### src/rtl/mem_stage_pkg.sv
`timescale 1ns/1ps
`default_nettype none
// ============================================================================
//  Module      : mem_stage_pkg
//  Description : Shared encodings for the memory-access stage: access size
//                codes, FSM state encodings, byte-enable lookup constants and
//                helper functions for alignment and lane selection.
//  Revision    : 1.0  initial release
// ============================================================================
package mem_stage_pkg;

    // MemSize encodings
    typedef enum logic [1:0] {
        SZ_BYTE = 2'b00,
        SZ_HALF = 2'b01,
        SZ_WORD = 2'b10,
        SZ_BAD  = 2'b11
    } mem_size_e;

    // Stage FSM encodings
    typedef enum logic [1:0] {
        ST_IDLE   = 2'b00,
        ST_ACCESS = 2'b01,
        ST_RESP   = 2'b10
    } state_e;

    // Byte-enable lookup constants
    localparam logic [3:0] c_be_byte0   = 4'b0001;
    localparam logic [3:0] c_be_half_lo = 4'b0011;
    localparam logic [3:0] c_be_half_hi = 4'b1100;
    localparam logic [3:0] c_be_word    = 4'b1111;

    // Size 11 is never legal; half needs even, word needs 4-byte alignment.
    function automatic logic size_misaligned(input logic [1:0] size,
                                             input logic [1:0] addr);
        logic bad;
        case (size)
            SZ_BYTE: bad = 1'b0;
            SZ_HALF: bad = addr[0];
            SZ_WORD: bad = |addr;
            default: bad = 1'b1;
        endcase
        return bad;
    endfunction

    function automatic logic [3:0] byte_enable(input logic [1:0] size,
                                               input logic [1:0] addr);
        logic [3:0] be;
        case (size)
            SZ_BYTE: be = c_be_byte0 << addr;
            SZ_HALF: be = addr[1] ? c_be_half_hi : c_be_half_lo;
            default: be = c_be_word;
        endcase
        return be;
    endfunction

endpackage
`default_nettype wire

### src/rtl/mem_access_stage_load_aligner.sv
`timescale 1ns/1ps
`default_nettype none
// ============================================================================
//  Module      : load_aligner
//  Description : Combinational load lane select and extension. Picks the
//                byte/half addressed by addr[1:0] out of the read word and
//                sign- or zero-extends it to 32 bits; words pass unchanged.
//  Ports       : rdata     - read word from memory
//                addr      - byte offset within the word
//                size      - access size (byte/half/word)
//                is_signed - 1 sign-extend, 0 zero-extend
//                data      - extended load result
//  Revision    : 1.0  initial release
// ============================================================================
module load_aligner
    import mem_stage_pkg::*;
(
    input  logic [31:0] rdata,
    input  logic [1:0]  addr,
    input  logic [1:0]  size,
    input  logic        is_signed,
    output logic [31:0] data
);

    logic [15:0] w_half;
    logic [7:0]  w_byte;

    always_comb begin
        // Two-level mux: addr[1] picks the half, addr[0] the byte within it.
        w_half = addr[1] ? rdata[31:16] : rdata[15:0];
        w_byte = addr[0] ? w_half[15:8] : w_half[7:0];
        case (size)
            SZ_BYTE: data = {{24{is_signed & w_byte[7]}}, w_byte};
            SZ_HALF: data = {{16{is_signed & w_half[15]}}, w_half};
            default: data = rdata;
        endcase
    end

endmodule
`default_nettype wire

### src/rtl/mem_access_stage.sv
`timescale 1ns/1ps
`default_nettype none
// ============================================================================
//  Module      : mem_access_stage
//  Description : Pipeline memory stage. Loads/stores byte, half or word over
//                a req/ack bus, stalls upstream while an access is in flight,
//                aborts unacknowledged accesses after TIMEOUT cycles, and
//                passes non-memory results straight through.
//  Ports       : clk, rst_n                 - clock, sync active-low reset
//                valid_in, ALUResult,
//                WriteData, MemRead,
//                MemWrite, MemSize,
//                MemSigned                  - operation from Execute
//                stall                      - hold upstream (combinational)
//                valid_out, ReadData,
//                misaligned, bus_error      - registered result to writeback
//                mem_req, mem_we, mem_addr,
//                mem_wdata, mem_be,
//                mem_ack, mem_rdata         - data-memory handshake
//  Revision    : 1.0  initial release
// ============================================================================
module mem_access_stage
    import mem_stage_pkg::*;
#(
    parameter int TIMEOUT = 255,
    parameter int CNT_W   = 8
) (
    input  logic        clk,
    input  logic        rst_n,
    input  logic        valid_in,
    input  logic [31:0] ALUResult,
    input  logic [31:0] WriteData,
    input  logic        MemRead,
    input  logic        MemWrite,
    input  logic [1:0]  MemSize,
    input  logic        MemSigned,
    output logic        stall,
    output logic        valid_out,
    output logic [31:0] ReadData,
    output logic        misaligned,
    output logic        bus_error,
    output logic        mem_req,
    output logic        mem_we,
    output logic [31:0] mem_addr,
    output logic [31:0] mem_wdata,
    output logic [3:0]  mem_be,
    input  logic        mem_ack,
    input  logic [31:0] mem_rdata
);

    localparam logic             c_wd_en    = (TIMEOUT != 0);
    // Abort fires at the end of the TIMEOUT-th ACCESS cycle.
    localparam logic [CNT_W-1:0] c_cnt_last = CNT_W'(TIMEOUT - 1);

    state_e           r_state, w_state_nx;
    logic [CNT_W-1:0] r_cnt, w_cnt_nx;
    logic [1:0]       r_lane, w_lane_nx;
    logic [1:0]       r_size, w_size_nx;
    logic             r_signed, w_signed_nx;

    logic             w_valid_nx, w_mis_nx, w_berr_nx, w_req_nx, w_we_nx;
    logic [31:0]      w_rdata_nx, w_addr_nx, w_wdata_nx;
    logic [3:0]       w_be_nx;

    logic             w_mem_op, w_misalign, w_accept, w_timeout;
    logic [31:0]      w_load, w_store_data;

    assign w_mem_op   = MemRead | MemWrite;
    assign w_misalign = size_misaligned(MemSize, ALUResult[1:0]);
    assign w_accept   = (r_state == ST_IDLE) && valid_in && w_mem_op && !w_misalign;
    assign w_timeout  = c_wd_en && (r_cnt == c_cnt_last);

    // Stall rises in the accept cycle itself and holds through RESP.
    assign stall = w_accept || (r_state != ST_IDLE);

    load_aligner u_load_aligner (
        .rdata     (mem_rdata),
        .addr      (r_lane),
        .size      (r_size),
        .is_signed (r_signed),
        .data      (w_load)
    );

    // Store data replicated across every lane the byte enables may select.
    always_comb begin
        case (MemSize)
            SZ_BYTE: w_store_data = {4{WriteData[7:0]}};
            SZ_HALF: w_store_data = {2{WriteData[15:0]}};
            default: w_store_data = WriteData;
        endcase
    end

    always_comb begin
        w_state_nx  = r_state;
        w_cnt_nx    = r_cnt;
        w_lane_nx   = r_lane;
        w_size_nx   = r_size;
        w_signed_nx = r_signed;
        w_valid_nx  = 1'b0;
        w_rdata_nx  = '0;
        w_mis_nx    = 1'b0;
        w_berr_nx   = 1'b0;
        w_req_nx    = mem_req;
        w_we_nx     = mem_we;
        w_addr_nx   = mem_addr;
        w_wdata_nx  = mem_wdata;
        w_be_nx     = mem_be;

        case (r_state)
            ST_IDLE: begin
                w_cnt_nx = '0;
                if (valid_in) begin
                    if (!w_mem_op) begin
                        w_valid_nx = 1'b1;
                        w_rdata_nx = ALUResult;
                    end else if (w_misalign) begin
                        w_valid_nx = 1'b1;
                        w_mis_nx   = 1'b1;
                    end else begin
                        w_state_nx  = ST_ACCESS;
                        w_req_nx    = 1'b1;
                        w_we_nx     = MemWrite;   // write wins when both set
                        w_addr_nx   = {ALUResult[31:2], 2'b00};
                        w_be_nx     = byte_enable(MemSize, ALUResult[1:0]);
                        w_wdata_nx  = w_store_data;
                        w_lane_nx   = ALUResult[1:0];
                        w_size_nx   = MemSize;
                        w_signed_nx = MemSigned;
                    end
                end
            end
            ST_ACCESS: begin
                // Ack is checked first so it wins over a same-cycle timeout.
                if (mem_ack) begin
                    w_state_nx = ST_RESP;
                    w_req_nx   = 1'b0;
                    w_valid_nx = 1'b1;
                    w_rdata_nx = mem_we ? 32'd0 : w_load;
                    w_cnt_nx   = '0;
                end else if (w_timeout) begin
                    w_state_nx = ST_RESP;
                    w_req_nx   = 1'b0;
                    w_valid_nx = 1'b1;
                    w_berr_nx  = 1'b1;
                    w_cnt_nx   = '0;
                end else begin
                    w_cnt_nx = r_cnt + CNT_W'(1);
                end
            end
            ST_RESP: begin
                w_state_nx = ST_IDLE;
            end
            default: begin
                w_state_nx = ST_IDLE;
                w_req_nx   = 1'b0;
            end
        endcase
    end

    always_ff @(posedge clk) begin
        if (!rst_n) begin
            r_state    <= ST_IDLE;
            r_cnt      <= '0;
            r_lane     <= '0;
            r_size     <= '0;
            r_signed   <= 1'b0;
            valid_out  <= 1'b0;
            ReadData   <= '0;
            misaligned <= 1'b0;
            bus_error  <= 1'b0;
            mem_req    <= 1'b0;
            mem_we     <= 1'b0;
            mem_addr   <= '0;
            mem_wdata  <= '0;
            mem_be     <= '0;
        end else begin
            r_state    <= w_state_nx;
            r_cnt      <= w_cnt_nx;
            r_lane     <= w_lane_nx;
            r_size     <= w_size_nx;
            r_signed   <= w_signed_nx;
            valid_out  <= w_valid_nx;
            ReadData   <= w_rdata_nx;
            misaligned <= w_mis_nx;
            bus_error  <= w_berr_nx;
            mem_req    <= w_req_nx;
            mem_we     <= w_we_nx;
            mem_addr   <= w_addr_nx;
            mem_wdata  <= w_wdata_nx;
            mem_be     <= w_be_nx;
        end
    end

endmodule
`default_nettype wire

### config.mk
export PLATFORM = sky130hd
export DESIGN_NAME = mem_access_stage
export DESIGN_NICKNAME = d
export VERILOG_FILES = /design/src/rtl/mem_stage_pkg.sv /design/src/rtl/mem_access_stage_load_aligner.sv /design/src/rtl/mem_access_stage.sv
export SDC_FILE = /design/constraint.sdc
export NUM_CORES = 1
export LEC_CHECK = 0
export CAP_MARGIN = 10
export CORE_AREA = 2 2 145 147
export CTS_CLUSTER_SIZE = 12
export DETAILED_ROUTE_END_ITERATION = 10
export DIE_AREA = 0 0 147 149
export PLACE_DENSITY = 0.5
export SLEW_MARGIN = 20
export SYNTH_ARGS = -nofsm -noshare
export SYNTH_HDL_FRONTEND = slang
export SYNTH_HIERARCHICAL = 1
export SYNTH_SLANG_ARGS = --single-unit
### constraint.sdc
create_clock -name clk -period 1.9 [get_ports clk]
set_clock_uncertainty 0.1 [all_clocks]
set_input_delay 0.38 -clock clk [delete_from_list [all_inputs] [get_ports clk]]
set_output_delay 0.38 -clock clk [all_outputs]
set_load 0.01 [all_outputs]
==> summary.md <==
| Metric | Value |
|---|---|
| Reg2reg start | r_lane[1] |
| Seq cells post-synth | around 120 |
| Hold crit path type | reg -> reg |
| PwrDens | about 850 nW/um^2 |
| Syn. warnings | 6 |
| Dpl hpwl | 14,200 um |
| Critical Path RT | 1420 ps |
| Final GP Congestion | between 0.8 and 0.9 |
| Via density | about 4.7 |
| Post-synth EDFFs | 0 |
| Drt wl/cell | 17.0 um |
| Initial antenna violation count | 3 |
| Synth top area share | 0.435 |
| Clk buf depth | 2 |
| Synth cell types | 54 |
| Pins Over Slew Limit | 0 |
| H-tree depth | 4 |
| Initial Util | 0.264 |
| Seq/Total Area, Yosys | 0.435 |
| Fmax | 543 MHz |
| Min-delay src | mem_wdata[31] |
| Share of cells above drive strength 1 | 0.118 |
| Slew headroom | 0.605 |
| Critical Path AT | ~1400 ps |
| Min Tclk post-route | ~1800 ps |
| Area leader, netlist | dfxtp_1 |
| Fin crit share | 0.970 |
| Peak supply drop | between 0.5 and 0.6 mV |
| Synthesized area | roughly 5400 um^2 |
| Die Span Y | ~150 um |
| Hold Vio Cnt, Final | 0 |
| Via count | 5,497 |
| Most common cell after layout, fill and taps aside | clkdlybuf4s50_1 |
| Worst reg-to-reg path cell count | 5 |
| Clock net sink count | ~120 |
| DRC | 0 |
| Most frequent cells in the layout | clkdlybuf4s50_1, nand2_1, dfxtp_1, nor2_1, a21oi_1 |
| Post-CTS Hold Fix Bufs | 0 |
| Final setup fails | 0 |
| Crit Path Max Fanout | 2 |
| Cts bufs inserted | 17 |
| Max cap viols | 0 |
| Syn-to-layout area delta | 60.5% |
| Clock slew seen by the registers of the worst setup and hold paths | about 50 ps |
| Iter 0 DRT Violations | around 280 |
| Worst-margin pin slew | 591 ps |
| # IOs | 211 |
| Crit Path Class | in -> out |
| Clock latency on the worst-skew pair | 400 ps |
| Dpl cell area | between 8000 and 9000 um^2 |
| Placement Rows | 53 |
| Largest net degree at the start of global routing | 50 |
| Crit path launch type | input pin |
| Die W | around 150 um |
| Run status | finished, final reports clean |
| Design Area, Final | between 8000 and 9000 um^2 |
| R2r endpoint | ReadData[8] |
| Total Routing Usage GR | 0.182 |
| FFs w/ async S/R, synth | 0 |
| Unrepaired setup endpoints after global routing | false |
| CTS root buf | clkbuf_16 |
| Pleak | 0.00310 uW |
| Final hold slack | roughly 350 ps |
| Hold depth | 2 |
| Number of global-route vias before repair | between 5,000 and 6,000 |
| Hold endpoint | mem_wdata[31] |
| Post-detailed-routing wire length | roughly 20,000 um |
| Avg Cell Area, Syn | about 8 um^2 |
| Nets | just under 1,000 |
| Critical Path End Type | output port |
| Total setup buffers inserted after CTS | 0 |
| CTS tree | done |
| Core ar. | slightly above 20,000 um^2 |
| Die area | around 22,000 um^2 |
| Top FF cell, synth | dfxtp_1 |
| Antenna Nets Post-Route | 0 |
| PortBufs | 208 |
| Reg2Reg Setup Slack | ~120 ps |
| Post-Synthesis Cells | between 600 and 700 |
| Grt total ovfl | 0 |
| First-pass GRT wire length | around 31,000 um |
| Layout Cells excl Fill | ~1,200 |
| Synth area leaders | dfxtp_1, nand2_1, mux2i_1, a21oi_1, a22oi_1 |
| Placed insts | roughly 1,100 |
| First-pass DRT Iterations | 4 |
[routing by layer]
metal  vias to the layer above  global-route usage  part of all wire
li1                       2753                   -                 -
met1                      2534               0.242              0.47
met2                       195               0.283              0.44
met3                        13              0.0679             0.080
met4                         2              0.0389            0.0070
met5                         -                   0           0.00066
[flip-flops by register name, summed over array words and instances (netlist names), 2 cells and up]
name       flops
ReadData      32
mem_addr      30
mem_be         4
mem_wdata     32
r_cnt          8
r_lane         2
r_size         2
r_state        2
[where the power goes]
| part | switching, uW | leakage (uW) | total (uW) | internal, uW |
|---|---|---|---|---|
| Clock | 1140 | 0.000305 | 3470 | 2330 |
| Sequential | 54.8 | 0.000960 | 2640 | 2590 |
| Combinational | 598 | 0.00184 | 1250 | 652 |
| Total | 1800 | 0.00310 | 7360 | 5560 |
[synthesized netlist by cell type (2+ instances only)]
| cell | count |
|---|---|
| o221ai_1 | 2 |
| ha_1 | 2 |
| a221o_1 | 8 |
| o211ai_1 | 3 |
| a21o_1 | 2 |
| a311oi_1 | 10 |
| a31oi_1 | 5 |
| nor2_1 | 59 |
| nor3_1 | 3 |
| nand4_1 | 2 |
| nand2_1 | 146 |
| clkbuf_1 | 31 |
| nand2b_1 | 3 |
| a22o_1 | 8 |
| o22a_1 | 8 |
| or2_2 | 2 |
| buf_6 | 3 |
| o21ai_1 | 6 |
| mux2i_1 | 33 |
| nand3b_1 | 2 |
| a21oi_1 | 60 |
| nor4_1 | 2 |
| o21a_1 | 2 |
| a22oi_1 | 32 |
| nand3_1 | 6 |
| dfxtp_1 | 118 |
| o21ai_2 | 10 |
| or4_1 | 2 |
| o21ai_0 | 21 |
| nor2b_1 | 10 |
| a211oi_1 | 10 |
| buf_2 | 18 |
| buf_4 | 5 |
| buf_1 | 2 |
| inv_1 | 6 |
[metrics by stage]
| stage | util | setup slack (ps) | TNS [ps] | power (uW) |
|---|---|---|---|---|
| finish | 0.423 | 57.7 | 0 | 7360 |
| global route | 0.423 | 15.1 | 0 | 7690 |
| CTS | 0.423 | 33.9 | 0 | 7450 |
| floorplan | - | 139 | 0 | 3240 |
| detailed placement | 0.392 | -574 | -34350 | 3950 |
| global placement | 0.392 | -571 | -30820 | 3950 |
[critical path, stage by stage]
cell and delay [ps]:
clkdlybuf4s50_1 460, o221ai_1 250, nand2_1 120, buf_2 160
[final cells by class]
type,count,area (um^2)
multi-input cells,478,2800
repair buffers,254,2540
well taps,275,344
diodes,2,5.00
clock buffers,23,488
inverters,7,26.3
fillers,2074,11900
flip-flops and latches,118,2360
clock inverters,8,145
[kinds of logic (layout without fill, tap and decap cells)]
group	Yosys count	in the layout	synth area share
simple gates	247	247	0.196
fa+ha+maj	2	2	0.00461
other cells	1	4	0.000691
buf+inv	66	292	0.0574
compound gates	192	192	0.239
mux	35	35	0.0671
flops	118	118	0.435
[worst max path at each step]
stage | startpoint | cells after the start | to | slack [ps]
CTS | r_lane[1] | 6 | ReadData[8] | 30
finish | MemWrite | 4 | stall | 60
detailed placement | MemSize[0] | 5 | stall | -570
floorplan | MemSize[1] | 7 | mem_be[3] | 140
global route | mem_be[0] | 1 | mem_be[0] | 20
global placement | MemSize[0] | 5 | stall | -570
[timing repair]
action                                  in CTS  in global routing
pin swaps                                    3                  0
resized for setup                           10                  5
endpoints found under the setup margin       3                 10
cloned                                       0                  0
No activity file was read; power rests on OpenSTA's default activity.
